### src/rtl/addr_sweeper_pkg.sv
// Shared mode encodings and tick-interval helpers for the ROM address sweeper.
package addr_sweeper_pkg;

  typedef enum logic [1:0] {
    MODE_MANUAL      = 2'd0,
    MODE_AUTO_WRAP   = 2'd1,
    MODE_AUTO_BOUNCE = 2'd2,
    MODE_HOLD        = 2'd3
  } mode_e;

  function automatic int tick_cycles(input int clk_freq, input int step_ms);
    return (clk_freq / 1000) * step_ms;
  endfunction

  function automatic int tick_width(input int ticks);
    return $clog2(ticks);
  endfunction

endpackage

### src/rtl/sweep_tick_gen.sv
// Interval counter: counts 0..TICKS-1 while enabled and flags the terminal count.
module sweep_tick_gen
  import addr_sweeper_pkg::*;
#(
  parameter int TICKS = 5,
  parameter int CW    = tick_width(TICKS)
) (
  input  logic sclk,
  input  logic rst,
  input  logic en,
  input  logic clr,
  output logic tick
);

  localparam logic [CW-1:0] LAST = CW'(TICKS - 1);

  logic [CW-1:0] cnt;

  always_ff @(posedge sclk or posedge rst) begin
    if (rst)      cnt <= '0;
    else if (clr) cnt <= '0;
    else if (en)  cnt <= (cnt == LAST) ? '0 : cnt + CW'(1);
  end

  // A clear cycle restarts the interval, so it never produces a tick itself.
  assign tick = en && !clr && (cnt == LAST);

endmodule

### src/rtl/addr_sweeper.sv
// Walks a ROM address range (manual step, auto wrap, auto bounce) and
// registers the ROM word for every visited address after the read latency.
module addr_sweeper
  import addr_sweeper_pkg::*;
#(
  parameter int AW       = 4,
  parameter int DW       = 8,
  parameter int ADDR_MIN = 0,
  parameter int ADDR_MAX = 2**AW - 1,
  parameter int CLK_FREQ = 50_000_000,
  parameter int STEP_MS  = 500,
  parameter int ROM_LAT  = 1
) (
  input  logic          sclk,
  input  logic          rst,
  input  logic          step_fwd,
  input  logic          step_back,
  input  logic [1:0]    mode,
  output logic [AW-1:0] rom_addr,
  input  logic [DW-1:0] rom_q,
  output logic [DW-1:0] dout,
  output logic          dout_valid,
  output logic          wrapped
);

  localparam int TICKS = tick_cycles(CLK_FREQ, STEP_MS);
  localparam int CW    = tick_width(TICKS);
  localparam logic [AW-1:0] AMIN = AW'(ADDR_MIN);
  localparam logic [AW-1:0] AMAX = AW'(ADDR_MAX);

  mode_e          mode_i, mode_q;
  logic [AW-1:0]  addr_q, addr_d, nxt;
  logic           dir_q, dir_d, up_eff;   // 1 = counting up
  logic           wrap_q, wrap_d;
  logic           armed;                  // low until the first post-reset edge
  logic           move, upd, clr, tick, auto_m;
  logic [ROM_LAT:0] vld_pipe;
  logic [DW-1:0]  dout_q;
  logic           dv_q;

  assign mode_i = mode_e'(mode);
  assign auto_m = (mode_i == MODE_AUTO_WRAP) || (mode_i == MODE_AUTO_BOUNCE);
  assign clr    = !armed || (mode_i != mode_q);

  sweep_tick_gen #(.TICKS(TICKS), .CW(CW)) u_tick (
    .sclk (sclk),
    .rst  (rst),
    .en   (auto_m),
    .clr  (clr),
    .tick (tick)
  );

  // State register
  always_ff @(posedge sclk or posedge rst) begin
    if (rst) begin
      addr_q <= AMIN;
      dir_q  <= 1'b1;
      wrap_q <= 1'b0;
      armed  <= 1'b0;
      mode_q <= MODE_MANUAL;
    end else begin
      addr_q <= addr_d;
      dir_q  <= dir_d;
      wrap_q <= wrap_d;
      armed  <= 1'b1;
      mode_q <= mode_i;
    end
  end

  // Next-state logic
  always_comb begin
    addr_d = addr_q;
    dir_d  = dir_q;
    wrap_d = 1'b0;
    move   = 1'b0;
    up_eff = dir_q;
    nxt    = addr_q;
    unique case (mode_i)
      MODE_MANUAL: begin
        if (step_fwd && !step_back) begin
          move   = 1'b1;
          wrap_d = (addr_q == AMAX);
          addr_d = (addr_q == AMAX) ? AMIN : addr_q + AW'(1);
        end else if (step_back && !step_fwd) begin
          move   = 1'b1;
          wrap_d = (addr_q == AMIN);
          addr_d = (addr_q == AMIN) ? AMAX : addr_q - AW'(1);
        end
      end
      MODE_AUTO_WRAP: begin
        if (tick) begin
          move   = 1'b1;
          wrap_d = (addr_q == AMAX);
          addr_d = (addr_q == AMAX) ? AMIN : addr_q + AW'(1);
        end
      end
      MODE_AUTO_BOUNCE: begin
        if (tick) begin
          // Sitting on an endpoint already facing outward (reached manually): turn without a pulse.
          if (dir_q && addr_q == AMAX)  up_eff = 1'b0;
          if (!dir_q && addr_q == AMIN) up_eff = 1'b1;
          nxt    = up_eff ? addr_q + AW'(1) : addr_q - AW'(1);
          move   = 1'b1;
          addr_d = nxt;
          if (nxt == AMAX) begin
            dir_d  = 1'b0;
            wrap_d = 1'b1;
          end else if (nxt == AMIN) begin
            dir_d  = 1'b1;
            wrap_d = 1'b1;
          end else begin
            dir_d  = up_eff;
          end
        end
      end
      default: ;
    endcase
    // The first post-reset edge issues the initial read of ADDR_MIN.
    upd = move || !armed;
  end

  // Read-latency pipe and output capture
  always_ff @(posedge sclk or posedge rst) begin
    if (rst) begin
      vld_pipe <= '0;
      dv_q     <= 1'b0;
      dout_q   <= '0;
    end else begin
      vld_pipe <= {vld_pipe[ROM_LAT-1:0], upd};
      dv_q     <= vld_pipe[ROM_LAT];
      if (vld_pipe[ROM_LAT]) dout_q <= rom_q;
    end
  end

  // Outputs
  always_comb begin
    rom_addr   = addr_q;
    wrapped    = wrap_q;
    dout       = dout_q;
    dout_valid = dv_q;
  end

endmodule

### config.mk
export PLATFORM = sky130hd
export DESIGN_NAME = addr_sweeper
export DESIGN_NICKNAME = d
export VERILOG_FILES = /design/src/rtl/addr_sweeper_pkg.sv /design/src/rtl/sweep_tick_gen.sv /design/src/rtl/addr_sweeper.sv
export SDC_FILE = /design/constraint.sdc
export NUM_CORES = 1
export LEC_CHECK = 0
export ABC_AREA = 1
export BUFFER_PORTS_ARGS = -buffer_cell sky130_fd_sc_hd__buf_2
export CAP_MARGIN = 20
export CORE_ASPECT_RATIO = 2
export CORE_UTILIZATION = 25
export CTS_BUF_LIST = sky130_fd_sc_hd__clkbuf_4
export DETAILED_ROUTE_END_ITERATION = 8
export PLACE_DENSITY = 0.5
export SLEW_MARGIN = 10
export SYNTH_ARGS = -nofsm -noshare
export SYNTH_HDL_FRONTEND = slang
export SYNTH_SLANG_ARGS = --single-unit
### constraint.sdc
create_clock -name sclk -period 1.75 [get_ports sclk]
set_input_delay 0.2625 -clock sclk [delete_from_list [all_inputs] [get_ports sclk]]
set_output_delay 0.2625 -clock sclk [all_outputs]
set_load 0.01 [all_outputs]
[Yosys cells after proc, flatten, opt, wreduce, memory -nomap -nowiden]
Index checks and enable logic that the tools add are counted.
Storage, ports and cells
  input port bits: 14
  output and inout bits: 14
  register bits after elaboration: 45
Cells by class
  reduce and logical (&&, ||, !) cells: 22
  multiplexer cells: 28
  equality and inequality tests: 9
  $add $sub $neg: 3
Operators with widths (number)
  2-to-1 mux 25 bit: 3
  2-to-1 mux 4 bit: 7
  adder 25 x 1 -> 25 bit (second input constant): 1
  equality test 25 bit (second input constant): 1
  2-to-1 mux 1 bit: 15
  case mux 4 bit (3 select lines): 1
  equality test 4 bit (second input constant): 2
  logical NOT 4 bit: 2
  logical AND 1 bit: 6
  logical NOT 1 bit: 5
  adder 4 x 1 -> 4 bit (second input constant): 1
  inequality test 2 bit (second input constant): 2
  AND reduction 4 bit: 1
  subtractor 4 x 1 -> 4 bit (second input constant): 1
  logical OR 1 bit: 3
  inequality test 3 bit (second input constant): 1
  case mux 1 bit (3 select lines): 1
  nonzero test 3 bit: 1
  equality test 2 x 1 -> 1 bit (second input constant): 1
  equality test 2 bit (second input constant): 1
  logical NOT 2 bit: 1
  inequality test 2 bit: 1
  case mux 1 bit (2 select lines): 1
  AND reduction 2 bit: 1
  other kinds (2): 2

[Depth between registers and ports, before layout]
  word-level depth: 13
  mapped depth: 12
  mapped depth without buffers: 12

[Modules after synthesis]
A second synthesis with hierarchy kept.
Second synthesis, totals
  cell total of the unflattened synthesis: 367
  area, all modules: 2875.3 um^2
By module, submodules not included
  sweep_tick_gen: cells each 219, times used 1, area an instance 1606.5 um^2
  addr_sweeper: cells each 148, times used 1, area an instance 1268.7 um^2

[Worst setup path after synthesis]
No wires, ideal clock.
  path kind: register to register
  start point: register addr_q[0] (netlist: rom_addr[0])
  end point: register wrap_q (netlist: wrapped)
  path slack: 0.123 ns
  cell stages (with the launch flop): 13
  data required time: 1.673 ns
  library setup time: 0.077 ns
  clock period less this slack: 1.627 ns
  arrival time: 1.550 ns
  cell sequence: dfrtp_1 -> inv_1 -> ha_1 -> nand3_2 -> nand2_1 -> nand2_1 -> nand2_1 -> nand2_1 -> nor2_1 -> nand2_1 -> nand3_1 -> nand2_1 -> a21oi_1
Between the ends
  word-level cells in the longest chain between the ends: 12
  elaborated cells on any way between the ends: 20
Ends and longest elaborated chain
  start: declaration: RTL line addr_sweeper.sv:32  | logic [AW-1:0] addr_q, addr_d, nxt;
  start signal: assignment: RTL line addr_sweeper.sv:62  | addr_q <= addr_d;
  equality test 4 bit: RTL line addr_sweeper.sv:82, addr_sweeper.sv:93, addr_sweeper.sv:100
  logical AND 1 bit: RTL line addr_sweeper.sv:100  | if (dir_q && addr_q == AMAX) up_eff = 1'b0;
  2-to-1 mux 1 bit: RTL line addr_sweeper.sv:100
  2-to-1 mux 1 bit: RTL line addr_sweeper.sv:101  | if (!dir_q && addr_q == AMIN) up_eff = 1'b1;
  2-to-1 mux 1 bit: RTL line addr_sweeper.sv:98  | if (tick) begin
  2-to-1 mux 1 bit: RTL line addr_sweeper.sv:78  | unique case (mode_i)
  2-to-1 mux 4 bit: RTL line addr_sweeper.sv:102  | nxt = up_eff ? addr_q + AW'(1) : addr_q - AW'(1);
  logical NOT 4 bit: RTL line addr_sweeper.sv:108  | end else if (nxt == AMIN) begin
  2-to-1 mux 1 bit: RTL line addr_sweeper.sv:108
  2-to-1 mux 1 bit: RTL line addr_sweeper.sv:105  | if (nxt == AMAX) begin
  2-to-1 mux 1 bit: RTL line addr_sweeper.sv:98
  case mux 1 bit (3 select lines) (*): RTL line addr_sweeper.sv:78
  named net wrap_d: RTL line addr_sweeper.sv:34  | logic wrap_q, wrap_d;
  end signal: assignment: RTL line addr_sweeper.sv:64  | wrap_q <= wrap_d;
  end: declaration: RTL line addr_sweeper.sv:34
The timed path passes the listed nets; every way through them passes the cells marked *. The select of a mux whose other input is x is not followed.
A chain may end at the register's enable or synchronous reset.

[Final worst setup path]
  start point: register u_tick.cnt[20]
  end point: register u_tick.cnt[16]
Between the ends
  word-level cells in the longest chain between the ends: 4
Ends and longest elaborated chain
  start: declaration: RTL line sweep_tick_gen.sv:17  | logic [CW-1:0] cnt;
  start signal: assignment: RTL line sweep_tick_gen.sv:22  | else if (en) cnt <= (cnt == LAST) ? '0 : cnt + CW'(1);
  equality test 25 bit: RTL line sweep_tick_gen.sv:22
  2-to-1 mux 25 bit (2 in a row): RTL line sweep_tick_gen.sv:22
  2-to-1 mux 25 bit: RTL line sweep_tick_gen.sv:21  | else if (clr) cnt <= '0;
No other way between the ends. The select of a mux whose other input is x is not followed.

==> results.md <==
* Die Area at 11500 sq um
* Filler cell count in the final layout at 1163
* Hpwl dp at 5800 um
* Via/cell ratio at 4.59
* Worst-path cell chain: nand2_2 -> nor2_2 -> nand3_1 -> nor3_4 -> nor2_2 -> buf_4 -> o21ai_1 -> o22ai_1
* Clk sinks at 45
* Endpoints failing hold at 0
* CP max stage cell: dfrtp_1
* Setup crit end kind: flip-flop
* Hold_sp: mode[0]
* Worst EP arrival at 1.95 ns
* Initial DRC count at 119
* Layout cells sized above 1 at 28.6%
* Die height at 151 um
* Met2 Use GR at 27.3%
* Sequential share of the synthesized area at 40.7%
* Peak VDD IR at 376 uV
* Syn avg cell area at 7.85 sq um
* Synth unique cells at 37
* Routed WL at 7370 um
* Clock buffer depth at 2
* Root Driver: clkbuf_4
* H-tree levels at 2
* Seq. cell area at 1130 sq um
* CP dominant cell by count: nor2_2
* DRC errors left at 0
* Skew final at 0.0218 ns
* Gr busiest metal: met2
* Finished Cell Area at 3510 sq um
* Leak pwr at 1.57 nW
* Worst skew pair latency at 0.38 ns
* GRT met1 Usage at 11.8%
* Outcome: completed
* Max-slew violation count at 0
* Yosys warns at 0
* Most area-consuming cells after synthesis: dfrtp_1 (40%), nand2_1 (12%), inv_1 (6.0%)
* Num CTS Buffers at 5
* Initial antenna violation count at 1
* CP Launch Type: flip-flop
* Final WS setup at 0.0639 ns
* DR WL/cell at 13.1 um
* Crit Path Class: reg -> reg
* Antenna viol nets, final at 0
* Place WS at 0.0268 ns
* Pwr/cell area at 791 nW/um^2
* FMAX at 0.593 GHz
* Cell accounting for the most synthesized area: dfrtp_1
* Clock-pin slew on the worst setup and hold paths at 0.15 ns
* Core ar. at 10900 sq um
* FF-to-FF Start: u_tick.cnt[20]
* Maximum fanout along the worst path at 8
* GPL Wtd Cong at 0.847
* FF+latch count, synth at 45
* Fin crit period at 1.69 ns
* Period utilization at 96.4%
* GRT Total Usage at 13.6%
* Vias at 2573
* CTS tree: done
* Multi-input logic area at 1500 sq um
* Largest net degree at the start of global routing at 46
* Area grow syn2layout at 26.7%
* Min-delay worst type: in -> reg
* Drt first pass iters at 4
* Max Cap Viol at 0
* Row Count at 54
* RSZ-0062 raised after global routing: yes
* Layout Nets at 442
* Post-Synthesis Cell Area at 2770 sq um
* Vias in the first global route at 2677
* Port bufs at 27
* Initial core utilization at 25.5%
* Post-synth net total at 376
* Die X at 76.5 um
* Area after DPL at 3340 sq um
* CP Data Required Time at 2.02 ns
* Post-synth top area share at 39.7%
* Synth Instances at 353
* Global-route wire length before repair at 12100 um
* Layout Utilization at 32.3%
* Max incr delay on CP at 0.48 ns
* I/O Pins at 28
* Pwr Total at 2.78 mW
* Worst setup startpoint: u_tick.cnt[20]
* Grt ovf at 0
* Met3 Use GR at 1.75%
* Final setup vio count at 0
-- cells by family (layout without fill, tap and decap cells) --
group	after synthesis	count (layout)	synth area share (%)
buf+inv	54	121	8.03
other cells	1	2	0.135
simple gates	168	168	28.8
compound gates	57	57	11.6
xor+xnor	11	11	3.48
fa+ha+maj	9	9	4.06
mux	8	8	3.25
flops	45	45	40.7
-- cell usage in the layout (no fill, tap or decap), types with 9 or more instances in the layout --
master	Yosys	layout
nand2_1	85	84
inv_1	44	43
dfrtp_1	44	42
buf_4	1	35
buf_2	0	27
nor2_1	25	22
nand3_1	21	20
o21ai_0	16	16
a21oi_1	13	12
o22ai_1	10	10
o21ai_1	9	9
xor2_1	9	9
-- sequential cells by signal (all words and copies together) (netlist names) --
name        flops
u_tick.cnt     25
dout            8
rom_addr        4
mode_q          2
vld_pipe        2
armed           1
dir_q           1
dout_valid      1
wrapped         1
-- final timing paths --
path | endpoint | slack [ns] | cells past startpoint
min reg2reg | vld_pipe[1] | 0.43 | 0
min in group asynchronous | vld_pipe[1] | 0.44 | 4
max | u_tick.cnt[16] | 0.06 | 8
min | mode_q[0] | 0.06 | 1
max in group asynchronous | dir_q | 1.04 | 4
max reg2reg | u_tick.cnt[16] | 0.06 | 8
-- stage by stage --
| step | setup TNS (ns) | std cells | hold WS [ns] |
|---|---|---|---|
| 3_3_place_gp | 0 | 551 | 0.323 |
| 4_1_cts | 0 | 560 | 0.0349 |
| 2_1_floorplan | 0 | 353 | 0.294 |
| 3_5_place_dp | 0 | 551 | 0.326 |
| 5_1_grt | -0.508 | 561 | 0.0375 |
| 6_report | 0 | 561 | 0.0575 |
-- per-layer routing --
layer	vias to the layer above	wire length [um]
met1	1204	2600
met2	54	4140
met5	-	0
met3	29	165
met4	0	474
li1	1286	-
-- power breakdown --
group	internal [mW]	switching, mW	leakage, nW
Combinational	0.413	0.498	0.951
Clock	0.296	0.372	0.0389
Sequential	1.11	0.0908	0.584
-- critical path, delay by kind of cell, from the launching register on --
kind | cells | cell delay (ns)
flip-flops | 1 | 0.48
AO/OA/AOI/OAI | 2 | 0.17
buffers and inverters | 1 | 0.17
AND/OR/NAND/NOR | 5 | 0.73
-- layout make-up --
| class | count | share of cell area, % |
|---|---|---|
| well taps | 140 | 4.99 |
| inverters | 48 | 5.16 |
| diodes | 1 | 0.0712 |
| multi-input cells | 254 | 42.6 |
| repair buffers | 65 | 12.7 |
| flip-flops and latches | 45 | 32.2 |
| clock inverters | 3 | 1.18 |
| clock buffers | 5 | 1.07 |
-- synth_stat cells --
library cell,number
nor3_2,1
nand2_2,5
clkbuf_1,3
nor2_1,25
nand2_4,1
buf_6,2
o21ai_0,16
o21ai_2,1
nand3b_1,1
clkinv_2,1
a22o_1,1
nor3_4,2
xnor2_1,2
nand4_1,7
dfstp_2,1
o21ai_1,9
a31oi_1,3
dfrtp_1,44
o32ai_1,1
o22ai_1,10
o211ai_1,1
a21oi_1,13
o21a_1,1
mux2_2,8
a21oi_2,1
ha_1,9
nor2_4,2
nand3_2,5
nor3_1,8
nand3_1,21
inv_2,3
nor2_2,5
nand2_1,85
buf_4,1
xor2_1,9
inv_1,44
conb_1,1
-- repair_timing --
item	CTS	global route
endpoints found under the setup margin	0	26
hold endpoints to repair	44	0
hold buffers	1	0
buffers inserted	0	0
resized for setup	0	18
(Power assumes the default switching activity.)
